File: config.mk
export PLATFORM = sky130hd
export DESIGN_NAME = serial_add_ctrl
export DESIGN_NICKNAME = d
export VERILOG_FILES = /design/src/rtl/serial_add_ctrl.sv
export SDC_FILE = /design/constraint.sdc
export NUM_CORES = 1
export LEC_CHECK = 0
export CAP_MARGIN = 30
export CORE_MARGIN = 2
export CORE_UTILIZATION = 60
export DETAILED_ROUTE_END_ITERATION = 6
export DONT_BUFFER_PORTS = 1
export GPL_ROUTABILITY_DRIVEN = 0
export PLACE_DENSITY_LB_ADDON = 0.12
export SYNTH_ARGS = -nofsm -noshare
export SYNTH_HDL_FRONTEND = slang
export SYNTH_SLANG_ARGS = --single-unit
export TNS_END_PERCENT = 50
File: constraint.sdc
create_clock -name clk -period 1.71 [get_ports clk]
set_input_delay 0.2565 -clock clk [delete_from_list [all_inputs] [get_ports clk]]
set_output_delay 0.2565 -clock clk [all_outputs]
set_load 0.03 [all_outputs]
File: src/rtl/serial_add_ctrl.sv
// serial_add_ctrl
//   Bit-serial adder controller. A single one-bit full-adder cell is reused
//   for every bit of a WIDTH-bit addition, LSB first. The carry between bits
//   lives in a flip-flop. One addition takes WIDTH+2 cycles end to end.
//
//   Optional feature (compile-time macro):
//     SERIAL_ADD_SUB_EN - adds a 'sub' input. When high at the accepting
//                         edge, B is inverted and the carry is forced to 1,
//                         producing a - b with cout meaning "no borrow".

// One-bit full-adder cell shared across all bit positions.
module FullAddCell (
  input  logic a_i,
  input  logic b_i,
  input  logic c_i,
  output logic s_o,
  output logic c_o
);

  assign s_o = a_i ^ b_i ^ c_i;
  assign c_o = (a_i & b_i) | (c_i & (a_i ^ b_i));

endmodule

module serial_add_ctrl #(
  parameter int WIDTH = 8
) (
  input  logic             clk,
  input  logic             rst,
  input  logic             start,
  input  logic [WIDTH-1:0] a,
  input  logic [WIDTH-1:0] b,
  input  logic             cin,
  output logic             busy,
  output logic             done,
  output logic [WIDTH-1:0] sum,
  output logic             cout
`ifdef SERIAL_ADD_SUB_EN
  ,
  input  logic             sub
`endif
);

  // The bit counter only has to reach WIDTH-1, so $clog2(WIDTH) bits suffice.
  localparam int CntWidth = $clog2(WIDTH);
  localparam logic [CntWidth-1:0] LastBit = CntWidth'(WIDTH - 1);

  typedef enum logic [1:0] {
    IDLE = 2'd0,
    RUN  = 2'd1,
    DONE = 2'd2
  } state_e;

  state_e              state_q;
  logic [WIDTH-1:0]    opA_q;
  logic [WIDTH-1:0]    opB_q;
  logic [WIDTH-1:0]    sum_q;
  logic                carry_q;
  logic [CntWidth-1:0] bitCnt_q;
  logic                busy_q;
  logic                done_q;
  logic                cout_q;

  logic [WIDTH-1:0]    loadB_d;
  logic                loadCarry_d;
  logic                faSum;
  logic                faCarry;

  // The shared cell always looks at the current LSBs and the carry flop.
  FullAddCell u_fullAdd (
    .a_i (opA_q[0]),
    .b_i (opB_q[0]),
    .c_i (carry_q),
    .s_o (faSum),
    .c_o (faCarry)
  );

  // Select what B and the carry flop are loaded with on an accepted start;
  // subtraction is two's complement: a + ~b + 1.
  always_comb begin
    loadB_d     = b;
    loadCarry_d = cin;
`ifdef SERIAL_ADD_SUB_EN
    if (sub) begin
      loadB_d     = ~b;
      loadCarry_d = 1'b1;
    end
`endif
  end

  // Control FSM and datapath registers; every output is registered here.
  always_ff @(posedge clk) begin
    if (rst) begin
      state_q  <= IDLE;
      opA_q    <= '0;
      opB_q    <= '0;
      sum_q    <= '0;
      carry_q  <= 1'b0;
      bitCnt_q <= '0;
      busy_q   <= 1'b0;
      done_q   <= 1'b0;
      cout_q   <= 1'b0;
    end else begin
      case (state_q)
        IDLE: begin
          done_q <= 1'b0;
          if (start) begin
            opA_q    <= a;
            opB_q    <= loadB_d;
            carry_q  <= loadCarry_d;
            bitCnt_q <= '0;
            sum_q    <= '0;
            busy_q   <= 1'b1;
            state_q  <= RUN;
          end
        end

        RUN: begin
          sum_q   <= {faSum, sum_q[WIDTH-1:1]};
          opA_q   <= opA_q >> 1;
          opB_q   <= opB_q >> 1;
          carry_q <= faCarry;
          if (bitCnt_q == LastBit) begin
            busy_q  <= 1'b0;
            done_q  <= 1'b1;
            cout_q  <= faCarry;
            state_q <= DONE;
          end else begin
            bitCnt_q <= bitCnt_q + 1'b1;
          end
        end

        DONE: begin
          done_q  <= 1'b0;
          state_q <= IDLE;
        end

        default: begin
          busy_q  <= 1'b0;
          done_q  <= 1'b0;
          state_q <= IDLE;
        end
      endcase
    end
  end

  assign busy = busy_q;
  assign done = done_q;
  assign sum  = sum_q;
  assign cout = cout_q;

endmodule

==> flow_summary.yaml, run 1 <==
status:
  run_status: "complete, no violations"
critical_path:
  reg2reg_setup_slack_ps: 200
  timing.rr.end: "bitCnt_q[0]$_SDFFE_PP0P_"
  worst-path-stages: 5
  path_buf_inv: 0
  cp_slowest_cell: "nor4b_1"
  crit_fanout: 10
  critPathCaptureType: "flip-flop"
  cp-start-kind: "flip-flop"
  critical_path.top_delay_family: "adder cells"
  r2r-start: "bitCnt_q[0]$_SDFFE_PP0P_"
  ff2ff_path_depth: 5
  crit_arrival_ps: 1780
  crit_type: "flip-flop to flip-flop"
  cp.required_ps: 1980
  crit_chain: "ha_1 > ha_1 > nor4b_1 > a31oi_1 > a21oi_1"
  crit_top_cell: "ha_1"
  cp_slowest_stage_delay_ps: 380
global_routing:
  grt_use_total_pct: 22.25
  first_global_vias: 983
  grt_overflow: 0
  grt_pass1_wl_um: 4395
  grt_max_degree: 34
  antenna_found_initial: 0
clock_tree:
  worstSkewPairLatency_ps: 330
  cts-root-buf: "clkbuf_4"
  h-tree-depth: 2
  post_cts_resized: 0
  tritoncts: "built"
  clk_pin_slew_worst_paths_ps: 100
  clockBufferDepth: 2
  cts_made_buffers: 5
  cts_setup_buffers: 0
  postCtsHoldBufs: 1
  clock-sinks: 33
synth:
  mappedNetlistNets: 175
  synth_edf_count: 0
  ys_warn_count: 0
  synth_top_cell_area_share_pct: 45.28
  synth_area_um2: 1459
  synth-seq-area-share_pct: 45.28
  avgSynthCellArea_um2: 9.598
  ys_seq_elements: 33
  synthCells: 152
  synth_area_leader_cell: "dfxtp_1"
  ys_types: 28
  synthTopCellsByArea: "dfxtp_1, mux2i_1, nor2_1"
  async_reset_ff_share_pct: 0
  synth_flop_cell: "dfxtp_1"
timing:
  setup_slack_ps: 201.3
  slew_headroom_pct: 64.31
  drv_slew: 0
  hold_viol: 0
  rsz0062_at_grt: "false"
  setup_viol: 0
  fin_skew_ps: 5.920
  worstMarginPinSlew_ps: 535.0
  setup_tns_ps: 0
  fin_crit_ps: 1509
  period_share_pct: 88.23
  fmax_mhz: 662.8
cells_and_area:
  area_growth_pct: 4.031
  diodes: 0
  multi_input_area_um2: 683.2
  drive_gt1_share_pct: 13.73
  fill_cells: 199
  layout.nets: 175
  ff_latch_area_um2: 660.6
placed_design:
  place_ws_ps: 224.9
  dp_hpwl_um: 1827
  port_buffers: 0
min_path:
  min_path_type: "input port to flip-flop"
  worstHoldPathCells: 2
  hold_end: "opB_q[7]$_SDFFE_PP0P_"
  min_from: "b[7]"
die:
  dieArea_um2: 2842
  die_y_um: 53.31
  die_w_um: 53.31
  start_util_pct: 64.71
  ios: 31
  core-area_um2: 2255
  num_rows: 17
drt:
  firstDrtPassIters: 4
  vias: 1084
  via_per_inst: 5.989
  drt-initial-drc-count: 30
  post-route-drc-count: 0
  wl_per_cell_um: 14.61
  wl_um: 2644
  ant_nets: 0
pwr:
  p_leak_nw: 0.5869
  p_per_area_nw_per_um2: 958.0
  ir_drop_mv: 0.8448
job:
  max_cap_viol_count: 0
## synthesized netlist by cell type, types with 4 or more instances
cell type and n:
nand3_1 4, nor2_1 28, buf_4 5, a211oi_1 8, mux2i_1 14, dfxtp_1 33
nor3_1 5, a22oi_1 9, a211oi_2 5, inv_1 5, a21oi_1 5, clkbuf_1 4
## report_power, final
group | internal, W | switching [W] | total [W]
Sequential | 0.000811 | 0.0000348 | 0.000846
Clock | 0.000155 | 0.000271 | 0.000426
Combinational | 0.0000839 | 0.0000982 | 0.000182
## sequential cells by signal, indices dropped and copies added (netlist names), 2 cells and up
name,count
sum,8
state_q,2
opA_q,8
bitCnt_q,3
opB_q,8
## final cells by class
| class | count | area share, % |
|---|---|---|
| repair buffers | 7 | 4.287 |
| clock buffers | 5 | 2.473 |
| well taps | 28 | 2.308 |
| clock inverters | 3 | 1.154 |
| flip-flops and latches | 33 | 43.53 |
| inverters | 5 | 1.237 |
| multi-input cells | 100 | 45.01 |
## layout by cell type (no fill, tap or decap), drive strengths merged
master,count
a211oi,13
a21oi,5
a22oi,9
a2bb2oi,1
a311oi,1
a31oi,3
buf,7
clkbuf,5
clkinv,2
clkinvlp,1
dfxtp,33
fa,1
ha,2
inv,5
mux2i,14
nand2,3
nand2b,3
nand3,4
nor2,28
nor2b,1
nor3,5
nor3b,1
nor4b,1
o21ai,1
o21ba,1
o21bai,1
or3b,2
## logic make-up (layout without fill, tap and decap cells)
kind of cell	Yosys count	count (layout)	synth area share [%]
flops	33	33	45.28
simple gates	48	48	15.09
buf+inv	19	20	7.890
fa+ha+maj	3	3	3.087
compound gates	35	35	19.04
mux	14	14	9.605
## metrics by stage
step | area (µm²) | util, % | power [W] | cells | hold slack [ps]
6_report | 1518 | 67.31 | 0.001454 | 181 | 69.97
5_1_grt | 1518 | 67.31 | 0.001528 | 181 | 72.12
4_1_cts | 1518 | 67.31 | 0.001466 | 181 | 60.84
3_5_place_dp | 1443 | 63.98 | 0.001030 | 172 | 324.7
3_3_place_gp | 1443 | 63.98 | 0.001020 | 172 | 324.8
2_1_floorplan | 1459 | - | 0.001018 | 152 | 404.8
## worst max-delay path by stage
stage	from	to	slack [ps]
6_report	bitCnt_q[0]$_SDFFE_PP0P_	bitCnt_q[0]$_SDFFE_PP0P_	200
5_1_grt	bitCnt_q[0]$_SDFFE_PP0P_	bitCnt_q[0]$_SDFFE_PP0P_	80
4_1_cts	bitCnt_q[0]$_SDFFE_PP0P_	bitCnt_q[0]$_SDFFE_PP0P_	200
3_5_place_dp	bitCnt_q[0]$_SDFFE_PP0P_	bitCnt_q[0]$_SDFFE_PP0P_	220
3_3_place_gp	bitCnt_q[0]$_SDFFE_PP0P_	bitCnt_q[0]$_SDFFE_PP0P_	350
2_1_floorplan	bitCnt_q[0]$_SDFFE_PP0P_	bitCnt_q[0]$_SDFFE_PP0P_	310
## per-layer routing
layer	vias to the layer above	global-route usage (%)	wire (µm)
li1	540	-	-
met1	512	26.48	1166
met2	26	34.16	1271
met3	6	10.45	164
met4	0	8.974	41
met5	-	0	0
Power figures use the tool's default switching activity.
==> inputs of run 2 (changes only) <==
SYNTH_HIERARCHICAL = 1   (was not set)
clock period = 1.53 ns   (was 1.71 ns; I/O delays follow)
==> flow_summary.yaml, run 2 <==
clock_tree:
  tritoncts: "built"
  clock-sinks: 33
  clk_pin_slew_worst_paths_ps: 100
  clockBufferDepth: 2
  cts_made_buffers: 5
  worstSkewPairLatency_ps: 330
  cts-root-buf: "clkbuf_4"
  h-tree-depth: 2
min_path:
  worstHoldPathCells: 2
  min_from: "a[7]"
  min_path_type: "input port to flip-flop"
  hold_end: "opA_q[7]$_SDFFE_PP0P_"
critical_path:
  crit_chain: "ha_1 > ha_2 > nor4b_2 > a31oi_1 > a21oi_1"
  crit_fanout: 11
  ff2ff_path_depth: 5
  cp.required_ps: 1800
  timing.rr.end: "bitCnt_q[0]$_SDFFE_PP0P_"
  reg2reg_setup_slack_ps: 160
  crit_arrival_ps: 1640
  cp_slowest_stage_delay_ps: 360
  path_buf_inv: 0
  r2r-start: "bitCnt_q[0]$_SDFFE_PP0P_"
  critical_path.top_delay_family: "adder cells"
  cp_slowest_cell: "dfxtp_1"
  critPathCaptureType: "flip-flop"
  crit_type: "flip-flop to flip-flop"
  cp-start-kind: "flip-flop"
  crit_start: "bitCnt_q[0]$_SDFFE_PP0P_"
drt:
  post-route-drc-count: 0
  firstDrtPassIters: 4
  wl_per_cell_um: 15.43
  wl_um: 2809
  vias: 1109
  drt-initial-drc-count: 23
  via_per_inst: 6.093
  ant_nets: 0
cells_and_area:
  drive_gt1_share_pct: 11.69
  layout.nets: 177
  ff_latch_area_um2: 660.6
  fill_cells: 198
  final_cell_mix: "nor2_1, dfxtp_1, a211oi_1"
  layout.cells.non_filler: 182
  layout_commonest_cell: "nor2_1"
  multi_input_area_um2: 683.2
  diodes: 0
  area_growth_pct: 5.299
timing:
  setup_viol: 0
  setup_tns_ps: 0
  hold_viol: 0
  fmax_mhz: 727.3
  worstMarginPinSlew_ps: 594.1
  fin_skew_ps: 5.922
  rsz0062_at_grt: "false"
  drv_slew: 0
  slew_headroom_pct: 60.36
  period_share_pct: 89.86
  fin_crit_ps: 1375
synth:
  ys_types: 30
  synth-seq-area-share_pct: 45.87
  synth_top_family_by_area: "compound AO/OA/AOI/OAI gates"
  yosys-top-cells-count: "nor2_1, dfxtp_1, a211oi_1, a22oi_1, o2bb2ai_1"
  synth_area_um2: 1440
  synth_flop_cell: "dfxtp_1"
  synth_edf_count: 0
  ys_seq_elements: 33
  synthSimpleGateAreaFrac_pct: 15.81
  synth_fa_ha_area_share_pct: 3.128
  synthMuxAreaShare_pct: 3.475
  yosysMostFrequentCell: "nor2_1"
  synth_xor_xnor_area_share_pct: 0
  synth_area_leader_cell: "dfxtp_1"
  synth_top_cell_area_share_pct: 45.87
  synthTopCellsByArea: "dfxtp_1, nor2_1, a211oi_1"
  ys_warn_count: 6
  avgSynthCellArea_um2: 9.291
  synthCells: 155
  synth_compound_area_share_pct: 24.41
  async_reset_ff_share_pct: 0
  mappedNetlistNets: 178
status:
  run_status: "complete, no violations"
die:
  core-area_um2: 2233
  num_rows: 17
  start_util_pct: 64.48
  die_w_um: 52.99
  dieArea_um2: 2808
  ios: 31
  die_y_um: 52.99
global_routing:
  grt_overflow: 0
  grt_max_degree: 33
  grt_pass1_wl_um: 4712
  first_global_vias: 1058
  antenna_found_initial: 0
  grt_use_total_pct: 23.42
pwr:
  p_leak_nw: 0.5709
  p_per_area_nw_per_um2: 1092
  ir_drop_mv: 0.7895
placed_design:
  port_buffers: 0
  placed_cells_incl_taps: 173
  dp_hpwl_um: 1856
job:
  max_cap_viol_count: 0
[run 2: layer usage]
| metal | wire length, µm | global-route usage, % |
|---|---|---|
| met5 | 0 | 0 |
| met4 | 40 | 10.68 |
| met3 | 171 | 6.215 |
| met2 | 1371 | 37.29 |
| met1 | 1225 | 29.40 |
[run 2: cells by family after synthesis]
family,after synthesis
flip-flops,33
AND/OR/NAND/NOR,51
adder cells (fa/ha/maj),3
AO/OA/AOI/OAI,46
buffers and inverters,17
multiplexers,5
[run 2: layout make-up]
class / count / area share [%]
repair buffers: 7 / 4.951
flip-flops and latches: 33 / 43.56
multi-input cells: 105 / 45.05
well taps: 28 / 2.310
clock buffers: 7 / 3.630
inverters: 2 / 0.4951
[run 2: worst reg2reg max path, delay by kind of cell (launching register included)]
family                   cells  cell delay [ps]
adder cells (fa/ha/maj)      2              450
flip-flops                   1              360
AO/OA/AOI/OAI                2              230
AND/OR/NAND/NOR              1              270
[run 2: metrics by stage]
step	hold slack (ps)	setup WS [ps]	area, µm²	total power [W]	utilization, %
2_1_floorplan	377.8	217.6	1440	0.001147	-
5_1_grt	52.49	50.48	1516	0.001740	67.90
6_report	57.03	155.1	1516	0.001655	67.90
3_3_place_gp	302.7	150.4	1415	0.001150	63.36
4_1_cts	50.07	21.71	1480	0.001659	66.27
3_5_place_dp	306.7	58.39	1415	0.001160	63.36
[run 2: repair_timing]
action	4_1_cts	5_1_grt
setup buffers	0	0
hold buffers	1	0
endpoints found under the hold margin	32	0
resized for setup	0	2
endpoints found under the setup margin	0	1
[run 2: how the worst max path moves through the flow]
stage | end | slack [ps] | cells past startpoint
floorplan | busy$_SDFFE_PP0P_ | 220 | 6
global placement | bitCnt_q[0]$_SDFFE_PP0P_ | 150 | 5
detailed placement | bitCnt_q[0]$_SDFFE_PP0P_ | 60 | 5
CTS | bitCnt_q[0]$_SDFFE_PP0P_ | 20 | 5
global route | state_q[0]$_SDFFE_PP0P_ | 50 | 3
finish | bitCnt_q[0]$_SDFFE_PP0P_ | 160 | 5
[run 2: report_power, final]
part,switching (W),internal [W],total (W)
logic,0.000111,0.0000948,0.000206
registers,0.0000473,0.000911,0.000958
clock network,0.000275,0.000217,0.000492
total,0.000433,0.00122,0.00166
